===== src/rtl/fetch_unit.sv =====
// fetch_unit: credit-based instruction fetcher feeding a downstream ring buffer.
// Optional FETCH_STALL_CNT_EN adds a saturating credit-stall counter on o_stall_cnt.
module fetch_unit #(
    parameter int XLEN = 32,
    parameter int DEPTH = 8,
    parameter logic [XLEN-1:0] RESET_PC = '0
) (
    input  logic                         i_clk,
    input  logic                         i_rst,
    input  logic                         i_redirect,
    input  logic [XLEN-1:0]              i_redirect_pc,
    output logic                         o_imem_req,
    output logic [XLEN-1:0]              o_imem_addr,
    input  logic                         i_imem_gnt,
    input  logic                         i_imem_rvalid,
    input  logic [31:0]                  i_imem_rdata,
    output logic                         o_we,
    output logic [XLEN+31:0]             o_data,
    input  logic                         i_re,
    output logic [$clog2(DEPTH+1)-1:0]   o_credits,
    output logic [15:0]                  o_stall_cnt
);
    localparam int CW = $clog2(DEPTH + 1);
    localparam logic [CW:0] FULL = (CW + 1)'(DEPTH);

    typedef enum logic [1:0] {IDLE, REQ, RESP, DROP} state_t;

    state_t state, state_nx;
    logic [XLEN-1:0] pc;
    logic [CW-1:0] credits, cred_nx;
    logic [CW:0] cred_sum;
    logic accept, resp, push, ret;

    assign accept = state == REQ && i_imem_gnt;
    assign resp = (state == RESP || state == DROP) && i_imem_rvalid;
    assign push = state == RESP && i_imem_rvalid && !i_redirect;
    // any response that is not pushed gives its reserved slot back
    assign ret = resp && !push;
    assign cred_sum = {1'b0, credits} + (CW + 1)'(i_re) + (CW + 1)'(ret) - (CW + 1)'(accept);
    assign cred_nx = cred_sum > FULL ? CW'(DEPTH) : cred_sum[CW-1:0];

    assign o_imem_req = state == REQ;
    assign o_imem_addr = pc;
    assign o_credits = credits;

    always_comb begin
        state_nx = state;
        case (state)
            IDLE: state_nx = (credits != '0 && !i_redirect) ? REQ : IDLE;
            REQ:  state_nx = accept ? (i_redirect ? DROP : RESP) : (i_redirect ? IDLE : REQ);
            RESP: state_nx = i_imem_rvalid ? ((push && cred_nx != '0) ? REQ : IDLE)
                                           : (i_redirect ? DROP : RESP);
            DROP: state_nx = i_imem_rvalid ? IDLE : DROP;
            default: state_nx = IDLE;
        endcase
    end

    always_ff @(posedge i_clk) begin
        if (i_rst) begin
            state <= IDLE;
            pc <= RESET_PC;
            credits <= CW'(DEPTH);
            o_we <= 1'b0;
            o_data <= '0;
        end else begin
            state <= state_nx;
            credits <= cred_nx;
            o_we <= push;
            if (push)
                o_data <= {pc, i_imem_rdata};
            pc <= i_redirect ? (i_redirect_pc & ~XLEN'(3)) : push ? pc + XLEN'(4) : pc;
        end
    end

`ifdef FETCH_STALL_CNT_EN
    logic [15:0] stall_cnt;

    always_ff @(posedge i_clk) begin
        if (i_rst)
            stall_cnt <= '0;
        else if (state == IDLE && credits == '0 && stall_cnt != 16'hFFFF)
            stall_cnt <= stall_cnt + 16'd1;
    end

    assign o_stall_cnt = stall_cnt;
`else
    assign o_stall_cnt = '0;
`endif
endmodule


===== config.mk =====
export PLATFORM = sky130hd
export DESIGN_NAME = fetch_unit
export DESIGN_NICKNAME = d
export VERILOG_FILES = /design/src/rtl/fetch_unit.sv
export SDC_FILE = /design/constraint.sdc
export NUM_CORES = 1
export LEC_CHECK = 0
export BUFFER_PORTS_ARGS = -buffer_cell sky130_fd_sc_hd__buf_2
export CORE_ASPECT_RATIO = 2
export CORE_MARGIN = 2
export CORE_UTILIZATION = 43
export CTS_CLUSTER_DIAMETER = 40
export DETAILED_ROUTE_END_ITERATION = 8
export PLACE_DENSITY = 0.76
export SLEW_MARGIN = 20
export SYNTH_ARGS = -nofsm -noshare
export SYNTH_HDL_FRONTEND = slang
export SYNTH_SLANG_ARGS = --single-unit

===== constraint.sdc =====
create_clock -name i_clk -period 2.7 [get_ports i_clk]
set_input_delay 0.54 -clock i_clk [delete_from_list [all_inputs] [get_ports i_clk]]
set_output_delay 0.54 -clock i_clk [all_outputs]
set_load 0.01 [all_outputs]

# Word-level counts from Yosys, hierarchy flattened

Index checks and enable logic that the tools add are counted.

Bits in registers: 103
Input port bits: 70
Output and inout bits: 118
Logic and storage cells: 40

Add/sub/neg operators: 4
Magnitude comparators: 1
Eq/ne operators: 3
Muxes and demuxes: 11
Reduce and logical (&&, ||, !) cells: 15

Operator list:

| kind                                                           | count |
|---|---|
| 2-to-1 mux 32 bit                                              | 2 |
| adder 32 x 3 -> 32 bit (second input constant)                 | 1 |
| one-hot mux 2 bit (4 select lines)                             | 1 |
| nonzero test 4 bit                                             | 2 |
| logical AND 1 bit                                              | 7 |
| 2-to-1 mux 2 bit                                               | 3 |
| adder 4 x 1 -> 5 bit                                           | 1 |
| adder 5 x 1 -> 5 bit                                           | 1 |
| greater-than comparator 5 x 4 -> 1 bit (second input constant) | 1 |
| subtractor 5 x 1 -> 5 bit                                      | 1 |
| == test 2 bit (second input constant)                          | 2 |
| 2-to-1 mux 1 bit                                               | 4 |
| 2-to-1 mux 4 bit                                               | 1 |
| == test 2 x 1 -> 1 bit (second input constant)                 | 1 |
| logical NOT 1 bit                                              | 2 |
| logical NOT 2 bit                                              | 1 |
| nonzero test 2 bit                                             | 1 |
| OR reduction 2 bit                                             | 1 |
| logical OR 1 bit                                               | 1 |

# Longest topological paths before layout

Depth after elaboration: 14
Gate-level depth with buffers: 11
Depth with buffers taken out: 10

# Worst setup path before layout

OpenSTA, ideal clock, no wires.

Path type: input to register
From: in i_redirect
To: reg credits[2] (netlist: o_credits[2])
Library setup time: 0.065 ns
Data arrival time: 2.855 ns
Required time: 2.635 ns
Slack: -0.220 ns
Stages on the path: 9
Buffers on the path: 2
Cells stage by stage: clkbuf_1 > clkbuf_1 > o211ai_1 > fa_1 > fa_1 > o21ai_0 > a21oi_1 > or4_1 > nor2_1

Word-level cells in the longest chain between the ends: 8

RTL lines:

| what                                   | RTL line | source |
|---|---|---|
| from (decl)                            | 10       | `input logic i_redirect,` |
| logical NOT 1 bit *                    | 36       | `assign push = state == RESP && i_imem_rvalid && !i_redirect;` |
| logical AND 1 bit *                    | 36       |  |
| logical NOT 1 bit *                    | 38       | `assign ret = resp && !push;` |
| logical AND 1 bit *                    | 38       |  |
| adder 5 x 1 -> 5 bit *                 | 39       | `assign cred_sum = {1'b0, credits} + (CW + 1)'(i_re) + (CW + 1)'(ret) - (CW + 1)'(accept);` |
| subtractor 5 x 1 -> 5 bit *            | 39       |  |
| greater-than comparator 5 x 4 -> 1 bit | 40       | `assign cred_nx = cred_sum > FULL ? CW'(DEPTH) : cred_sum[CW-1:0];` |
| 2-to-1 mux 4 bit *                     | 40       |  |
| to (signal assigned)                   | 62       | `credits <= CW'(DEPTH);` |
| to (signal assigned)                   | 67       | `credits <= cred_nx;` |
| to (decl)                              | 30       | `logic [CW-1:0] credits, cred_nx;` |

Every way passes the cells marked *; elsewhere a longest branch is shown, timed or not.
A chain may end at the register's enable or synchronous reset.

# Worst setup path after layout

From: reg state[0]
To: reg credits[0] (netlist: o_credits[0])

Word-level cells in the longest chain between the ends: 9
Elaborated cells on any way between the ends: 14
Those cells by class: add/sub (2); order compare (1); eq/ne (3); mux (1); reduce/logical (7)

RTL lines:

| what                                   | RTL line | source |
|---|---|---|
| from (decl)                            | 28       | `state_t state, state_nx;` |
| from (signal assigned)                 | 66       | `state <= state_nx;` |
| == test 2 bit                          | 35, 36   |  |
| logical AND 1 bit (2 in a row)         | 36       |  |
| logical NOT 1 bit                      | 38       |  |
| logical AND 1 bit                      | 38       |  |
| adder 5 x 1 -> 5 bit                   | 39       |  |
| subtractor 5 x 1 -> 5 bit *            | 39       |  |
| greater-than comparator 5 x 4 -> 1 bit | 40       |  |
| 2-to-1 mux 4 bit *                     | 40       |  |

Marks and branches as above.

==> reports/metrics.csv <==
metric,value,unit
Netlist cell types,43,
Tightest Pin Transition,0.995,ns
setup TNS,0,ns
CTS sink cnt,99,
Worst Setup Start Kind,flop,
Critical Path End,o_credits[0],
largest net degree at the start of global routing,99,
Syn Inst Count,555,
RSZ-0062 raised after global routing,no,
worst hold-check path type,in2reg,
Max Cap Viol,0,
worst vdd ir,0.000363,V
via count,4291,
CP Class,reg2reg,
power per cell area,587,nW/um^2
all-layer global routing usage,0.219,
Setup Buffers After CTS,0,
r2r endpoint,o_credits[0],
post-layout min period,2.56,ns
R2R Setup Slk,0.14,ns
DR iter-0 viols,155,
Yosys warnings,0,
Worst Setup SP,state[0],
WL per Instance,14.6,um
cells on worst reg2reg path,9,
"most common cell after layout, fill and taps aside",buf_2,
fmax,390,MHz
CTS buffer count,9,
sequential area share after synthesis,0.450,
Final period util,0.949,
"Max FO, Critical Path",4,
RR Startpoint,state[0],
DP Cell Count,832,
fin nets,786,
Final Hold Viols,0,
Setup WS pre-CTS,-0.247,ns
Starting Density,0.440,
status,"complete, no violations",
# setup viols final,0,
height of the chip,147,um
asr flop ratio synth,0,
ANT nets after route,0,
CP arrival,2.84,ns
CTS tree,done,
row count,52,
post-synth design cell area,4400,um^2
io pins,188,
final wirelength,12400,um
Die W,75.6,um
Critical Path RT,2.98,ns
clk buf depth,2,
worst setup margin,0.138,ns
CTS Hold Bufs,0,
dpl hpwl,9120,um
number of vias per cell,5.04,
Setup Skew,0.00680,ns
P_leak,2.44,nW
Final Max Tran Viols,0,
DRC violations left,0,
Routability Congestion,0.833,
grt ovf,0,
"EDFF count, synth",0,
die area,11100,um^2
final non-filler cell total,851,
"commonest cells after routing, fill and taps aside","164 x buf_2, 148 x nand2_1, 98 x dfxtp_1",
normalized max-slew margin,0.337,
Area Growth Syn to Fin,28.0,%
Worst-Skew Late Latency,0.34,ns
Port Buffer Count,165,
H-tree depth,3,
Worst Setup End Kind,flop,
Clock transition at path regs,0.07,ns
register bit count reported by yosys,99,
Root Buffer,clkbuf_16,
vias in the first global route,3962,
first-pass GRT wire length,18900,um
1st-pass router iterations,4,
Core ar.,10000,um^2
initial antenna violation count,3,
mean post-synth cell area,7.94,um^2
share of cells above drive strength 1,0.290,
Main synth FF type,dfxtp_1,
==> worst max-delay path, cell delays in order (launching register included) <==
cell and delay (ns):
dfxtp_1 0.31, nor2b_4 0.12, and2_1 0.17, ha_1 0.30, fa_2 0.38, fa_2 0.37
o21ai_2 0.14, a21oi_1 0.10, or4_4 0.51, nor2_1 0.10
==> metal layers <==
layer | share of wire | global-route usage | vias to the layer above
met5 | 0 | 0 | -
met4 | 0.027 | 0.119 | 0
met3 | 0.048 | 0.0405 | 22
met2 | 0.57 | 0.383 | 152
met1 | 0.36 | 0.237 | 1985
li1 | - | - | 2132
==> stage by stage <==
step | total power, mW | instance area (um^2) | util | hold WS, ns
after floorplan | 1.92 | 4490 | - | 0.481
after global placement | 2.09 | 5330 | 0.532 | 0.439
after detailed placement | 2.11 | 5330 | 0.532 | 0.443
after CTS | 3.33 | 5620 | 0.561 | 0.424
after global routing | 3.48 | 5640 | 0.563 | 0.427
final | 3.31 | 5640 | 0.563 | 0.434
==> cell type report <==
type | count | area, um^2
tap | 135 | 169
inverter | 11 | 41.3
multi-input combinational | 408 | 2190
fill | 994 | 4380
clock inverter | 5 | 37.5
clock buffer | 11 | 243
antenna | 3 | 7.51
timing repair buffer | 179 | 958
sequential | 99 | 1990
==> where the power goes <==
part	switching [mW]	internal (mW)	total, mW
Clock	0.549	0.654	1.20
Sequential	0.0672	1.52	1.58
Combinational	0.284	0.242	0.526
==> flip-flops by register name, summed over array words and instances (netlist names) <==
register / count
state: 2
o_imem_addr: 30
o_data: 62
o_we: 1
o_credits: 4
==> Yosys cell counts, types with 3 or more instances <==
master / number / area share
nand2_1: 148 / 0.13
dfxtp_1: 99 / 0.45
a21oi_1: 74 / 0.084
clkbuf_1: 32 / 0.027
nor2_1: 29 / 0.025
buf_4: 20 / 0.034
xnor2_1: 19 / 0.038
nand3_1: 13 / 0.015
and3_1: 11 / 0.016
a211oi_1: 10 / 0.017
inv_1: 10 / 0.0085
nand4_1: 10 / 0.014
o21ai_0: 8 / 0.0091
xor2_1: 8 / 0.016
ha_1: 6 / 0.017
mux2i_1: 5 / 0.011
nor3_1: 5 / 0.0057
nor4_1: 5 / 0.0071
buf_2: 4 / 0.0045
a311oi_1: 3 / 0.0060
and4_1: 3 / 0.0060
nand3b_1: 3 / 0.0051
o22ai_1: 3 / 0.0043
==> worst min path at each step <==
stage                                end             start  cells past startpoint  slack (ns)
final                     o_imem_addr[7]  i_redirect_pc[7]                      3        0.43
after global routing          o_data[25]  i_imem_rdata[25]                      3        0.43
after CTS                     o_data[25]  i_imem_rdata[25]                      3        0.42
after detailed placement       o_data[7]         o_data[7]                      2        0.44
after global placement        o_data[17]        o_data[17]                      2        0.44
after floorplan                o_data[0]         o_data[0]                      2        0.48
==> kinds of logic after synthesis <==
group	share of synthesized area
fa+ha+maj	0.0261
mux	0.0114
compound gates	0.141
xor+xnor	0.0537
other cells	0.000851
flops	0.450
buf+inv	0.0753
simple gates	0.242
==> what timing repair did <==
action | 4_1_cts | 5_1_grt
resized for setup | 3 | 4
endpoints found under the setup margin | 5 | 5
hold endpoints to repair | 0 | 0
pin swaps | 0 | 0
(Power assumes the default switching activity.)
